==> src/rtl/aes_seq_trigger.sv <==
// Multi-stage masked sequence trigger on the AES round-state bus.
// Optional inter-stage idle timeout is compiled in with `define TRIG_TIMEOUT_EN.
module aes_seq_trigger #(
    parameter  int DATA_W    = 128,
    parameter  int STAGES    = 4,
    parameter  int STRICT    = 0,
    parameter  int TIMEOUT_W = 16,
    localparam int IDX_W     = (STAGES > 1) ? $clog2(STAGES) : 1,
    localparam int PROG_W    = $clog2(STAGES + 1)
) (
    input  logic                 clk,
    input  logic                 rst_n,
    input  logic                 clear,
    input  logic                 enable,
    input  logic                 state_valid,
    input  logic [DATA_W-1:0]    state,
    input  logic                 cfg_we,
    input  logic [IDX_W-1:0]     cfg_idx,
    input  logic [DATA_W-1:0]    cfg_pattern,
    input  logic [DATA_W-1:0]    cfg_mask,
    input  logic [TIMEOUT_W-1:0] timeout_cycles,
    output logic [PROG_W-1:0]    progress,
    output logic                 tj_trig,
    output logic                 trig_pulse
);

    logic [DATA_W-1:0] r_pattern [STAGES];
    logic [DATA_W-1:0] r_mask    [STAGES];
    logic [PROG_W-1:0] r_prog;
    logic              r_trig;
    logic              r_pulse;

    logic [IDX_W-1:0]  w_idx;
    logic              w_hit;
    logic              w_hit0;
    logic              w_active;
    logic              w_expire;
    logic              w_advance;
    logic [PROG_W-1:0] w_prog_nxt;
    logic              w_trig_nxt;
    logic              w_pulse_nxt;

    always_ff @(posedge clk or negedge rst_n) begin
        if (!rst_n) begin
            for (int unsigned i = 0; i < STAGES; i++) begin
                r_pattern[i] <= '0;
                r_mask[i]    <= '1;
            end
        end else if (cfg_we && (int'(cfg_idx) < STAGES)) begin
            r_pattern[cfg_idx] <= cfg_pattern;
            r_mask[cfg_idx]    <= cfg_mask;
        end
    end

    // Progress reaches STAGES only once triggered; the index is then unused.
    assign w_idx    = (r_prog < PROG_W'(STAGES)) ? r_prog[IDX_W-1:0] : '0;
    assign w_hit    = ((state ^ r_pattern[w_idx]) & r_mask[w_idx]) == '0;
    assign w_hit0   = ((state ^ r_pattern[0]) & r_mask[0]) == '0;
    assign w_active = enable & state_valid & ~r_trig;

`ifdef TRIG_TIMEOUT_EN
    logic [TIMEOUT_W-1:0] r_idle;
    logic                 w_mid;

    assign w_mid    = (r_prog != '0) && (r_prog != PROG_W'(STAGES));
    assign w_expire = w_mid && (timeout_cycles != '0) && (r_idle == timeout_cycles);

    always_ff @(posedge clk or negedge rst_n) begin
        if (!rst_n)
            r_idle <= '0;
        else if (clear || w_advance || w_expire || !w_mid)
            r_idle <= '0;
        else
            r_idle <= r_idle + 1'b1;
    end
`else
    logic w_unused_timeout;

    assign w_unused_timeout = ^timeout_cycles;
    assign w_expire         = 1'b0;
`endif

    always_comb begin
        w_prog_nxt  = r_prog;
        w_trig_nxt  = r_trig;
        w_pulse_nxt = 1'b0;
        w_advance   = 1'b0;
        if (clear) begin
            w_prog_nxt = '0;
            w_trig_nxt = 1'b0;
        end else if (w_active && w_hit) begin
            w_prog_nxt = r_prog + 1'b1;
            w_advance  = 1'b1;
            if (r_prog == PROG_W'(STAGES - 1)) begin
                w_trig_nxt  = 1'b1;
                w_pulse_nxt = 1'b1;
            end
        end else if ((STRICT != 0) && w_active) begin
            // Strict restart: the failing sample may itself open a new sequence.
            w_prog_nxt = w_hit0 ? PROG_W'(1) : '0;
            w_advance  = w_hit0;
        end else if (w_expire) begin
            w_prog_nxt = '0;
        end
    end

    always_ff @(posedge clk or negedge rst_n) begin
        if (!rst_n) begin
            r_prog  <= '0;
            r_trig  <= 1'b0;
            r_pulse <= 1'b0;
        end else begin
            r_prog  <= w_prog_nxt;
            r_trig  <= w_trig_nxt;
            r_pulse <= w_pulse_nxt;
        end
    end

    assign progress   = r_prog;
    assign tj_trig    = r_trig;
    assign trig_pulse = r_pulse;

endmodule
==> config.mk <==
export PLATFORM = sky130hd
export DESIGN_NAME = aes_seq_trigger
export DESIGN_NICKNAME = d
export VERILOG_FILES = /design/src/rtl/aes_seq_trigger.sv
export SDC_FILE = /design/constraint.sdc
export NUM_CORES = 2
export LEC_CHECK = 0
export CORE_UTILIZATION = 55
export DETAILED_ROUTE_END_ITERATION = 8
export DONT_BUFFER_PORTS = 1
export HOLD_SLACK_MARGIN = 0.05
export PLACE_DENSITY = 0.7
export RECOVER_POWER = 100
export REMOVE_ABC_BUFFERS = 1
export SYNTH_ARGS = -nofsm -noshare
export SYNTH_HDL_FRONTEND = slang
export SYNTH_SLANG_ARGS = --single-unit
==> constraint.sdc <==
create_clock -name clk -period 4.51 [get_ports clk]
set_input_delay 0.902 -clock clk [delete_from_list [all_inputs] [get_ports clk]]
set_output_delay 0.902 -clock clk [all_outputs]
set_load 0.03 [all_outputs]
==> impl_metrics.yaml <==
timing:
  fin_tns_setup_ns: 0
  worstMarginPinSlew_ns: 4.25
  rsz0062_at_grt: "no"
  finalSetupViolCount: 0
  fin_crit_sh: 0.921
  min_period_ns: 4.15
  fmax_mhz: 241
  fin_skew_ns: 0.0183
  hold_viol_final: 0
  relSlewSlack: -1.83
  drv_slew: 1208
setup_path:
  setup.worst_path.end_class: "flip-flop"
  reg2reg_slack_ns: 0.48
  arrival_ns: 4.76
  cp_max_fo: 133
  cp-start-kind: "primary input"
  path_class: "primary input to flip-flop"
  required_ns: 5.11
run:
  maxCapViolations: 10
floorplan:
  fp.dieW_microns: 298
  start_util: 0.555
  rows: 108
  core_area_sq_um: 86600
  die_area_sq_um: 88600
  ioPinCount: 413
  dieHeight_microns: 298
pwr:
  p_seq_frac: 0.502
  totalPowerFinal_mw: 25.3
  power_frac_comb: 0.145
  vdd_ir_drop_max_v: 0.000426
  p_sw_mw: 6.23
  p_int_mw: 19.0
  power_leakage_nw: 20.9
  powerDensity_nw_per_um2: 479
  switching_share: 0.246
  clockPowerShare: 0.353
clock_tree:
  insertion_delay_ns: 0.69
  cts.path.max_buffers: 3
  htree_num_levels: 3
  cts.sinks: 1029
  cts_root_buf: "clkbuf_16"
  cts_made_buffers: 108
  cts.clk_slew.worst_paths_ns: 0.06
  cts_tree: "yes"
  cts-resized-gates: 0
  post-cts-setup-buffers: 0
synth:
  synth_compound_area_frac: 0.105
  syn-cell-area_sq_um: 48100
  syn_avg_cell_area_sq_um: 13.0
  synth.area.mux_share: 0.234
  synth_edf_count: 0
  synthCells: 3684
  synthArstFlopShare: 1.00
  ys_seq_area_frac: 0.549
  synth.distinct_cells: 66
  synth_top_family_by_area: "multiplexers"
  synthAdderAreaFrac: 0.000521
  synthSimpleGateAreaFrac: 0.0643
  ys.warnings.count: 0
  synth-seq-cells: 1029
  synth-main-ff-cell: "dfrtp_1"
  synth-xor-area-share: 0.0213
route:
  via_per_inst: 6.34
  dr.pass1.iters: 5
  ant_nets: 0
  via_count: 30890
  drtIter0Drc: 1981
  drc_errors: 0
  routedWlPerCell_microns: 24.2
  wirelength_mm: 118
run_status:
  violations: "max-capacitance violations, max-slew violations"
  outcome: "complete, but fails checks"
global_routing:
  gr-total-overflow: 0
  grt_max_degree: 1030
  antenna_found_initial: 3
  grtUsageTotal: 0.264
  grt_pass1_wl_mm: 185
  grt_pass1_vias: 31054
finish:
  nFillCells: 6792
  nets: 4035
  n_antenna_cell: 0
  syn_to_final_growth_pct: 9.78
  finish.instance_area_sq_um: 52800
  drive_gt1_frac: 0.467
hold_path:
  hp-class: "primary input to async pin"
placement:
  io_buffer_count: 0
  place.gp.congestion: 0.800
  dpl_cell_area_sq_um: 49300
  place_hpwl_mm: 74.0
placed cells by master (no fill, tap or decap), drive strengths merged, types with 34 or more instances in the layout:
cell type,synthesis,layout
dfrtp,517,517
xor2,103,103
inv,57,61
a21oi,61,61
o21ai,66,66
buf,92,52
o221ai,67,67
dfstp,512,512
nand2,184,184
clkbuf,143,187
a31oi,48,48
nand3,99,99
and4b,34,34
mux2,985,985
o22ai,229,229
path summary, 6_finish.rpt:
check	startpoint	depth (start not counted)	endpoint
setup / recovery	cfg_idx[0]	3	r_pattern[137]$_DFFE_PN0P_
hold / removal	rst_n	1	r_pattern[305]$_DFFE_PN0P_
setup reg to reg	progress[2]$_DFFE_PN0P_	11	progress[0]$_DFFE_PN0P_
hold reg to reg	r_mask[463]$_DFFE_PN1P_	2	r_mask[463]$_DFFE_PN1P_
max in group asynchronous	rst_n	3	r_pattern[150]$_DFFE_PN0P_
min in group clk	clear	1	progress[1]$_DFFE_PN0P_
area by class of cell:
| cell class | count | area [sq um] | area share |
|---|---|---|---|
| flip-flops and latches | 1029 | 26400 | 0.500 |
| multi-input cells | 2362 | 20400 | 0.387 |
| clock buffers | 174 | 3210 | 0.0609 |
| well taps | 1155 | 1450 | 0.0274 |
| repair buffers | 66 | 694 | 0.0132 |
| clock inverters | 31 | 369 | 0.00700 |
| inverters | 58 | 218 | 0.00413 |
state kept, by name, summed over array words and instances (netlist names):
| signal | flops |
|---|---|
| progress | 3 |
| r_mask | 512 |
| r_pattern | 512 |
| tj_trig | 1 |
| trig_pulse | 1 |
power by group through the flow:
stage	registers, mW	logic, mW	clock network (mW)
2_1_floorplan	12.5	3.15	0
3_3_place_gp	12.7	3.33	0
3_5_place_dp	12.8	3.45	0
4_1_cts	12.7	3.47	9.11
5_1_grt	12.9	4.00	9.48
6_report	12.7	3.65	8.92
per-layer routing:
layer / global-route usage / wire length [microns]
met1: 0.355 / 50900
met5: 0 / 34
met4: 0.0707 / 2980
met3: 0.0703 / 7880
met2: 0.422 / 56000
logic make-up (layout without fill, tap and decap cells):
| logic type | after synthesis | after routing |
|---|---|---|
| buffers and inverters | 293 | 329 |
| DFF | 1029 | 1029 |
| muxes | 994 | 994 |
| xor gates and xnor gates | 117 | 117 |
| adders and majority gates | 2 | 2 |
| and+or+nand+nor | 541 | 541 |
| AOI/OAI and AO/OA | 708 | 708 |
through the flow:
| stage | worst slack, ns | utilization | instances | hold WS (ns) |
|---|---|---|---|---|
| after floorplan | -17.84 | - | 3449 | 0.468 |
| after global placement | 0.522 | 0.569 | 4663 | 0.483 |
| after detailed placement | 0.547 | 0.569 | 4663 | 0.489 |
| after CTS | 0.518 | 0.610 | 4868 | -0.113 |
| after global routing | 0.219 | 0.609 | 4875 | 0.242 |
| final | 0.357 | 0.609 | 4875 | 0.209 |
Yosys cell counts (5+ instances only):
master / count / area (sq um)
mux2_2: 985 / 11100
dfrtp_1: 517 / 12900
dfstp_2: 512 / 13500
o22ai_1: 226 / 1410
nand2_1: 184 / 691
clkbuf_1: 143 / 537
xor2_1: 103 / 902
nand3_1: 99 / 495
o221ai_1: 67 / 587
o21ai_0: 66 / 330
a21oi_1: 61 / 305
buf_2: 61 / 305
inv_1: 57 / 214
a31oi_1: 48 / 300
and4b_1: 34 / 340
a311oi_1: 31 / 272
o22a_1: 31 / 272
and3_1: 30 / 188
nand3b_1: 30 / 225
nor4bb_1: 29 / 290
a311o_1: 28 / 280
a211o_1: 26 / 228
o21a_1: 26 / 195
a221oi_1: 25 / 219
nor2_1: 24 / 90.1
buf_1: 19 / 71.3
nor4_1: 19 / 119
or3_1: 16 / 100
nor3b_1: 15 / 113
nand4_1: 14 / 87.6
xnor2_1: 14 / 123
o2111ai_1: 13 / 114
nor2b_1: 12 / 75.1
a22oi_1: 11 / 82.6
a21o_1: 10 / 75.1
buf_6: 9 / 101
nand2b_1: 9 / 56.3
a32oi_1: 8 / 70.1
or4_1: 7 / 52.6
a2111oi_0: 5 / 43.8
a211oi_1: 5 / 37.5
mux4_2: 5 / 113
o311a_1: 5 / 50.1
critical path, stage by stage:
cell	delay, ns
nand3b_1	0.10
clkbuf_2	2.76
mux2_2	0.60
Power figures use the tool's default switching activity.
